**src/rtl/piso_pkg.sv**
```systemverilog
// rtl/piso_pkg.sv - shared types and helpers for the PISO serializer
package piso_pkg;

  typedef enum logic {
    IDLE  = 1'b0,
    SHIFT = 1'b1
  } piso_state_t;

  function automatic int cnt_w(input int width);
    return $clog2(width);
  endfunction

endpackage

```
**src/rtl/piso_hold_reg.sv**
```systemverilog
// rtl/piso_hold_reg.sv - one-entry data+valid holding register with load/drain
module piso_hold_reg #(
  parameter int WIDTH = 4
) (
  input  logic             clk,
  input  logic             reset,
  input  logic             load,
  input  logic [WIDTH-1:0] load_data,
  input  logic             drain,
  output logic [WIDTH-1:0] data,
  output logic             valid
);

  always_ff @(posedge clk) begin
    if (reset) begin
      data  <= '0;
      valid <= 1'b0;
    end else if (load) begin
      data  <= load_data;
      valid <= 1'b1;
    end else if (drain) begin
      valid <= 1'b0;
    end
  end

endmodule

```
**src/rtl/piso_serializer.sv**
```systemverilog
// rtl/piso_serializer.sv - parallel-in serial-out transmitter with one-word holding register
module piso_serializer
  import piso_pkg::*;
#(
  parameter int WIDTH     = 4,
  parameter bit MSB_FIRST = 1'b1
) (
  input  logic             clk,
  input  logic             reset,
  input  logic             load_valid,
  output logic             load_ready,
  input  logic [WIDTH-1:0] load_data,
  input  logic             shift_en,
  output logic             sout,
  output logic             sout_valid,
  output logic             last,
  output logic             busy
);

  localparam int CW = cnt_w(WIDTH);
  localparam logic [CW-1:0] CNT_LAST = CW'(WIDTH - 1);

  piso_state_t      state_q, state_d;
  logic [WIDTH-1:0] sreg_q, sreg_d;
  logic [CW-1:0]    cnt_q, cnt_d;
  logic [WIDTH-1:0] sreg_shifted;
  logic [WIDTH-1:0] hold_data;
  logic             hold_valid;
  logic             accept;
  logic             at_last;
  logic             end_word;
  logic             hold_load;
  logic             hold_drain;

  assign load_ready = !hold_valid && !reset;
  assign accept     = load_valid && load_ready;
  assign at_last    = (state_q == SHIFT) && (cnt_q == CNT_LAST);
  assign end_word   = at_last && shift_en;

  // A word arriving mid-frame parks in the holding register; at end of
  // word the held word takes priority over a same-edge accept.
  assign hold_load  = accept && (state_q == SHIFT) && !end_word;
  assign hold_drain = end_word && hold_valid;

  assign sreg_shifted = MSB_FIRST ? {sreg_q[WIDTH-2:0], 1'b0}
                                  : {1'b0, sreg_q[WIDTH-1:1]};

  piso_hold_reg #(
    .WIDTH(WIDTH)
  ) u_hold (
    .clk      (clk),
    .reset    (reset),
    .load     (hold_load),
    .load_data(load_data),
    .drain    (hold_drain),
    .data     (hold_data),
    .valid    (hold_valid)
  );

  always_ff @(posedge clk) begin
    if (reset) begin
      state_q <= IDLE;
      sreg_q  <= '0;
      cnt_q   <= '0;
    end else begin
      state_q <= state_d;
      sreg_q  <= sreg_d;
      cnt_q   <= cnt_d;
    end
  end

  always_comb begin
    state_d = state_q;
    sreg_d  = sreg_q;
    cnt_d   = cnt_q;
    case (state_q)
      IDLE: begin
        if (accept) begin
          state_d = SHIFT;
          sreg_d  = load_data;
          cnt_d   = '0;
        end
      end
      SHIFT: begin
        if (shift_en) begin
          if (at_last) begin
            cnt_d = '0;
            if (hold_valid) begin
              sreg_d = hold_data;
            end else if (accept) begin
              sreg_d = load_data;
            end else begin
              state_d = IDLE;
              sreg_d  = sreg_shifted;
            end
          end else begin
            sreg_d = sreg_shifted;
            cnt_d  = cnt_q + CW'(1);
          end
        end
      end
      default: state_d = IDLE;
    endcase
  end

  always_comb begin
    sout_valid = (state_q == SHIFT);
    sout       = 1'b0;
    if (state_q == SHIFT) begin
      sout = MSB_FIRST ? sreg_q[WIDTH-1] : sreg_q[0];
    end
    last = at_last;
    busy = (state_q == SHIFT) || hold_valid;
  end

endmodule
```
**config.mk**
```make
export PLATFORM = sky130hd
export DESIGN_NAME = piso_serializer
export DESIGN_NICKNAME = d
export VERILOG_FILES = /design/src/rtl/piso_pkg.sv /design/src/rtl/piso_hold_reg.sv /design/src/rtl/piso_serializer.sv
export SDC_FILE = /design/constraint.sdc
export NUM_CORES = 1
export LEC_CHECK = 0
export CAP_MARGIN = 20
export CORE_MARGIN = 1.5
export CORE_UTILIZATION = 35
export CTS_CLUSTER_DIAMETER = 100
export CTS_CLUSTER_SIZE = 24
export DETAILED_ROUTE_END_ITERATION = 8
export DONT_BUFFER_PORTS = 1
export PLACE_DENSITY = 0.59
export RECOVER_POWER = 100
export SYNTH_ARGS = -nofsm -noshare
export SYNTH_HDL_FRONTEND = slang
export SYNTH_SLANG_ARGS = --single-unit
```
**constraint.sdc**
```tcl
create_clock -name clk -period 1.5 [get_ports clk]
set_clock_uncertainty 0.15 [all_clocks]
set_input_delay 0.3 -clock clk [delete_from_list [all_inputs] [get_ports clk]]
set_output_delay 0.3 -clock clk [all_outputs]
set_load 0.02 [all_outputs]
```
==> metrics.log, run 1 <==
INFO  metric globalplace.congestion = around 0.83
INFO  metric ys.warnings.count = 0
INFO  metric power_frac_comb = 0.179
INFO  metric antennaDiodeCount = 0
INFO  metric timing.final.crit_share = 0.983
INFO  metric synth_cell_types = 28
INFO  metric maximum_number_of_pins_on_one_net_before_global_route_repair = 13
INFO  metric drt-initial-drc-count = 17
INFO  metric grt_overflow = 0
INFO  metric layout.cells.most_common = nor2_1
INFO  metric power_switching = ~200 uW
INFO  metric outcome = completed
INFO  metric timing_hold_violations_final = 0
INFO  metric pin_count = 13
INFO  metric fin_tns_setup = 0 ns
INFO  metric drc_errors = 0
INFO  metric cts_buffer_depth = 2
INFO  metric regArea = approximately 250 um^2
INFO  metric maximum_clock_rate = a little under 700 MHz
INFO  metric finalSetupViolCount = 0
INFO  metric cp_max_fo = 4
INFO  metric p_leak = 0.349 nW
INFO  metric syn-instance-count = between 80 and 90
INFO  metric cts-buffers-inserted = 3
INFO  metric timing.max_slew.rel_slack = 0.679
INFO  metric grt_pass1_wl = 2.37 mm
INFO  metric synth_nets = 90
INFO  metric netlist_area = between 600 and 700 um^2
INFO  metric clock_transition_at_path_regs = around 0.08 ns
INFO  metric track_usage = 0.154
INFO  metric ir_drop = 0.000438 V
INFO  metric cp.arrival = about 1.0 ns
INFO  metric clock_tree.root_cell = clkbuf_4
INFO  metric seq_area_frac_synth = 0.359
INFO  metric initial_antenna_violation_count = 0
INFO  metric clk-insertion-delay-late = around 0.27 ns
INFO  metric synth_enable_flop_cells = 0
INFO  metric post_route_core_utilization = 0.470
INFO  metric period_minus_slack = between 1 and 1.5 ns
INFO  metric internal_power = ~550 uW
INFO  metric clockPowerShare = 0.338
INFO  metric firstDrtPassIters = 4
INFO  metric drt.antenna.violating_nets = 0
INFO  metric initial_core_util = 0.379
INFO  metric core.rowCount = 15
INFO  metric power.switching_fraction = 0.268
INFO  metric core_footprint = 0.00176 mm^2
INFO  metric first_global_vias = 520
INFO  metric startpoint_type = register
INFO  metric route.vias.total = between 600 and 700
INFO  metric grt_setup_unrepaired = yes
INFO  metric post_synth.cell_area_avg = a little over 8 um^2
INFO  metric timing.critical_path.required = ~1.1 ns
INFO  metric die_h = between 40 and 50 um
INFO  metric critical_path_class = reg -> out
INFO  metric multi_input_area = a little under 400 um^2
INFO  metric final_layout_size_suffix_gt1_frac = 0.283
INFO  metric critPathCaptureType = output pin
INFO  metric finish.net_count = 102
INFO  metric drt-vias-per-instance = just over 5
INFO  metric maxSlewViolCount = 0
INFO  metric area_growth_from_synthesis_to_layout = 23.9%
INFO  metric dpl.hpwl = ~1.1 mm
INFO  metric cts_tree = yes
INFO  metric postSynthRegisterBits = 12
INFO  metric fillers = 180
INFO  metric die_width = 46.7 um
INFO  metric worst_slew_pin_slew = 0.480 ns
INFO  metric clock_tree.htree_level_count = 1
INFO  metric die_area = ~0.0022 mm^2
INFO  metric wire_per_inst = about 12 um
INFO  metric final_cell_mix = 10 x nor2_1, 8 x dfxtp_1, 7 x inv_1, 7 x o21ai_0, 6 x a21oi_1
INFO  metric holdCritPathClass = in -> reg
INFO  metric worstPathCellList = ha_4, nand2_4, inv_2, buf_6
INFO  metric cap_viol_max_count = 0
INFO  metric async_flop_share = 0
INFO  metric finalWirelength = between 1 and 1.5 mm
INFO  metric p_per_area = between 900 and 1000 mW/mm^2
INFO  metric seq_power_share = 0.483
INFO  metric dominantRegCellSynth = dfxtp_1
INFO  metric cts.sinks = 12
INFO  metric crit_slowest_cell = dfxtp_2
INFO  metric port_buffers = 0
INFO  metric max_stage_delay = 0.36 ns
worst max-delay path, delay by kind of cell (launching register included):
kind	cells	cell delay, ns
fa+ha+maj	1	0.17
buf+inv	2	0.17
flops	1	0.36
simple gates	1	0.06
repair_timing:
action / in CTS / in global routing
endpoints found under the setup margin: 5 / 7
gates resized for setup: 11 / 5
setup buffers: 1 / 1
pin swaps: 0 / 3
hold buffers: 2 / 0
hold endpoints to repair: 12 / 0
cells by family (layout without fill, tap and decap cells):
family                   count (synthesis)  count (layout)  share of synthesized area
buffers and inverters                   13              24                     0.0916
flip-flops                              12              12                      0.359
multiplexers                             4               4                     0.0598
AND/OR/NAND/NOR                         24              24                      0.185
AO/OA/AOI/OAI                           27              27                      0.286
adder cells (fa/ha/maj)                  1               1                     0.0187
layer usage:
layer | vias up | track usage | share of wire
met5 | - | 0 | 0
met4 | 0 | 0.0333 | 0.0076
met3 | 2 | 0.0692 | 0.074
met2 | 20 | 0.214 | 0.41
met1 | 274 | 0.221 | 0.51
li1 | 311 | - | -
cells in the mapped netlist, types with 2 or more instances:
| cell | instances | area share |
|---|---|---|
| o21a_1 | 2 | 0.022 |
| nand2_1 | 3 | 0.017 |
| o221ai_1 | 3 | 0.039 |
| inv_1 | 9 | 0.050 |
| dfxtp_1 | 12 | 0.36 |
| a21oi_1 | 6 | 0.045 |
| mux2i_1 | 4 | 0.060 |
| nor2_1 | 11 | 0.062 |
| nand2b_1 | 2 | 0.019 |
| a311oi_1 | 4 | 0.052 |
| and2_1 | 2 | 0.019 |
| o21ai_0 | 7 | 0.052 |
state kept, by name, summed over array words and instances (netlist names):
register / flops
cnt_q: 2
sout_valid: 1
sreg_q: 4
u_hold.data: 4
u_hold.valid: 1
path summary, 6_finish.rpt:
path / cells after the start / endpoint / slack (ns) / start
setup / recovery: 4 / last / 0.03 / cnt_q[1]
hold / removal: 2 / sout_valid / 0.03 / load_valid
setup reg to reg: 4 / sreg_q[0] / 0.08 / sout_valid
hold reg to reg: 2 / u_hold.data[0] / 0.34 / u_hold.data[0]
through the flow:
stage / power, mW / setup WS, ns / instance area, um^2 / cells / hold slack, ns
floorplan: 0.463 / 0.0179 / 669 / 81 / 0.222
global route: 0.794 / -0.0318 / 830 / 117 / 0.0175
detailed placement: 0.484 / -0.00134 / 726 / 109 / 0.225
CTS: 0.758 / -0.0237 / 820 / 116 / 0.0205
global placement: 0.482 / 0.0606 / 726 / 109 / 0.222
finish: 0.750 / 0.0257 / 830 / 117 / 0.0260
power by group through the flow:
stage          Sequential [mW]  Combinational [mW]  Clock [mW]
2_1_floorplan            0.361               0.102           0
3_3_place_gp             0.365               0.117           0
3_5_place_dp             0.365               0.118           0
4_1_cts                  0.362               0.134       0.262
5_1_grt                  0.365               0.148       0.282
6_report                 0.362               0.134       0.254
area by class of cell:
cell class	instances	share of cell area
flip-flops and latches	12	0.299
inverters	9	0.0407
well taps	25	0.0377
clock buffers	4	0.0437
multi-input cells	56	0.474
repair buffers	11	0.106
(Power assumes the default switching activity.)
==> run 2, diff against run 1 <==
--- a/config.mk
+++ b/config.mk
@@ -14,3 +14,3 @@
 export DONT_BUFFER_PORTS = 1
-export PLACE_DENSITY = 0.59
+export PLACE_DENSITY = 0.54
 export RECOVER_POWER = 100
--- a/constraint.sdc
+++ b/constraint.sdc
@@ -4,2 +4,2 @@
 set_output_delay 0.3 -clock clk [all_outputs]
-set_load 0.02 [all_outputs]
+set_load 0.01 [all_outputs]
==> metrics.log, run 2 (synthesized netlist as in run 1, its figures left out) <==
INFO  metric startpoint_type = register
INFO  metric post_route_core_utilization = 0.466 (-0.00426)
INFO  metric maximum_number_of_pins_on_one_net_before_global_route_repair = 13 (unchanged)
INFO  metric grt_pass1_wl = 2.53 mm (+7.0%)
INFO  metric timing.max_slew.rel_slack = 0.664 (-0.0151)
INFO  metric timing_hold_violations_final = 0 (unchanged)
INFO  metric antennaDiodeCount = 0 (unchanged)
INFO  metric timing.final.crit_share = 0.984 (+0.00110)
INFO  metric worst_slew_pin_slew = 0.503 ns (+0.0225 ns)
INFO  metric p_per_area = 842 mW/mm^2 (-6.9%)
INFO  metric power_switching = 197 uW (-2.0%)
INFO  metric route.vias.total = 628 (+3.5%)
INFO  metric grt_setup_unrepaired = yes
INFO  metric globalplace.congestion = 0.741 (-11%)
INFO  metric cap_viol_max_count = 0 (unchanged)
INFO  metric final_cell_mix = 10 x nor2_1, 8 x inv_1, 8 x buf_4, 8 x dfxtp_1
INFO  metric clock_tree.htree_level_count = 1 (unchanged)
INFO  metric grt_overflow = 0 (unchanged)
INFO  metric clk-insertion-delay-late = 0.27 ns (about the same)
INFO  metric biggest_registers_after_layout = sreg_q: 4 flops, u_hold.data: 4 flops, cnt_q: 2 flops
INFO  metric fillers = 184 (+2.2%)
INFO  metric p_leak = 0.344 nW (-1.4%)
INFO  metric clockPowerShare = 0.289 (-0.049)
INFO  metric period_minus_slack = 1.48 ns (+0.00166 ns)
INFO  metric holdCritPathClass = in -> reg
INFO  metric critPathCaptureType = output pin
INFO  metric cts-buffers-inserted = 3 (unchanged)
INFO  metric core.rowCount = 15 (unchanged)
INFO  metric initial_antenna_violation_count = 0 (unchanged)
INFO  metric power_frac_comb = 0.186 (+0.007)
INFO  metric ir_drop = 0.000447 V (+2.0%)
INFO  metric drt-vias-per-instance = 5.41 (+4.4%)
INFO  metric cp_max_fo = 4 (unchanged)
INFO  metric design_area = 822 um^2 (-0.91%)
INFO  metric die_area = 0.00218 mm^2 (unchanged)
INFO  metric finalWirelength = 1.58 mm (+9.6%)
INFO  metric die_width = 46.7 um (unchanged)
INFO  metric critical_path_class = reg -> out
INFO  metric finalSetupViolCount = 0 (unchanged)
INFO  metric core_footprint = 0.00176 mm^2 (unchanged)
INFO  metric maximum_clock_rate = 678 MHz (-0.11%)
INFO  metric seq_power_share = 0.525 (+0.042)
INFO  metric area_growth_from_synthesis_to_layout = 22.8%
INFO  metric internal_power = 495 uW (-9.8%)
INFO  metric clock_transition_at_path_regs = 0.08 ns (about the same)
INFO  metric finish.net_count = 102 (unchanged)
INFO  metric cts.sinks = 12 (unchanged)
INFO  metric drt-initial-drc-count = 13 (-4)
INFO  metric placed_area = 741 um^2 (+2.1%)
INFO  metric power.switching_fraction = 0.285 (+0.0166)
INFO  metric die_h = 46.7 um (unchanged)
INFO  metric cp.arrival = 1.03 ns (about the same)
INFO  metric initial_core_util = 0.379 (unchanged)
INFO  metric final_layout_size_suffix_gt1_frac = 0.264 (-0.0189)
INFO  metric layout.cells.most_common = nor2_1
INFO  metric first_global_vias = 544 (+4.6%)
INFO  metric drc_errors = 0 (unchanged)
INFO  metric drt.antenna.violating_nets = 0 (unchanged)
INFO  metric clock_tree.root_cell = clkbuf_4
INFO  metric timing.critical_path.required = 1.05 ns (about the same)
INFO  metric cts_buffer_depth = 2 (unchanged)
INFO  metric outcome = completed
INFO  metric maxSlewViolCount = 0 (unchanged)
INFO  metric track_usage = 0.167 (+0.0132)
INFO  metric dpl.hpwl = 1.13 mm (+7.2%)
INFO  metric cts_tree = yes
INFO  metric port_buffers = 0 (unchanged)
INFO  metric wire_per_inst = 13.6 um (+11%)
INFO  metric firstDrtPassIters = 3 (-1)
INFO  metric pin_count = 13 (unchanged)
-- run 2: repair_timing --
| item | 4_1_cts | 5_1_grt |
|---|---|---|
| resized for setup | 7 | 8 |
| pin swaps | 1 | 3 |
| buffers inserted | 0 | 0 |
| hold buffers | 2 | 0 |
| hold endpoints to repair | 12 | 0 |
| endpoints found under the setup margin | 3 | 4 |
| gates cloned | 0 | 0 |
-- run 2: final timing paths --
check | slack [ns] | to | startpoint | cells after the start
min | 0.03 | sout_valid | load_valid | 2
max reg2reg | 0.12 | sreg_q[2] | cnt_q[0] | 5
min reg2reg | 0.34 | u_hold.data[0] | u_hold.data[0] | 2
max | 0.02 | last | cnt_q[0] | 4
-- run 2: area by class of cell --
cell class | instances | area, um^2 | area share
tap | 25 | 31.3 | 0.0381
sequential | 12 | 250 | 0.304
clock buffer | 3 | 22.5 | 0.0274
inverter | 9 | 33.8 | 0.0411
multi-input combinational | 56 | 393 | 0.478
timing repair buffer | 11 | 91.3 | 0.111
-- run 2: power by group through the flow --
stage,sequential [mW],clock [mW],combinational [mW]
floorplan,0.359,0,0.0969
global placement,0.366,0,0.115
detailed placement,0.367,0,0.117
CTS,0.362,0.213,0.127
global route,0.366,0.228,0.145
finish,0.363,0.200,0.129
-- run 2: routing by layer --
| metal | part of all wire | global-route usage |
|---|---|---|
| met1 | 0.47 | 0.220 |
| met2 | 0.46 | 0.253 |
| met3 | 0.058 | 0.0692 |
| met4 | 0.0076 | 0.0500 |
| met5 | 0 | 0 |
-- run 2: metrics by stage --
step                      TNS (ns)  hold WS (ns)  total power [mW]  worst slack, ns  cells
after floorplan                  0         0.222             0.456            0.115     81
after global placement           0         0.224             0.481           0.0827    111
after detailed placement         0         0.226             0.483           0.0353    111
after CTS                  -0.0350        0.0203             0.702          -0.0350    116
after global routing       -0.0206        0.0219             0.739          -0.0206    116
final                            0        0.0273             0.692           0.0241    116
-- run 2: worst max-delay path, cell delays in order, from the launching register on --
cell and delay [ns]:
dfxtp_4 0.36, ha_4 0.18, nand2_4 0.07, inv_2 0.04, buf_6 0.11
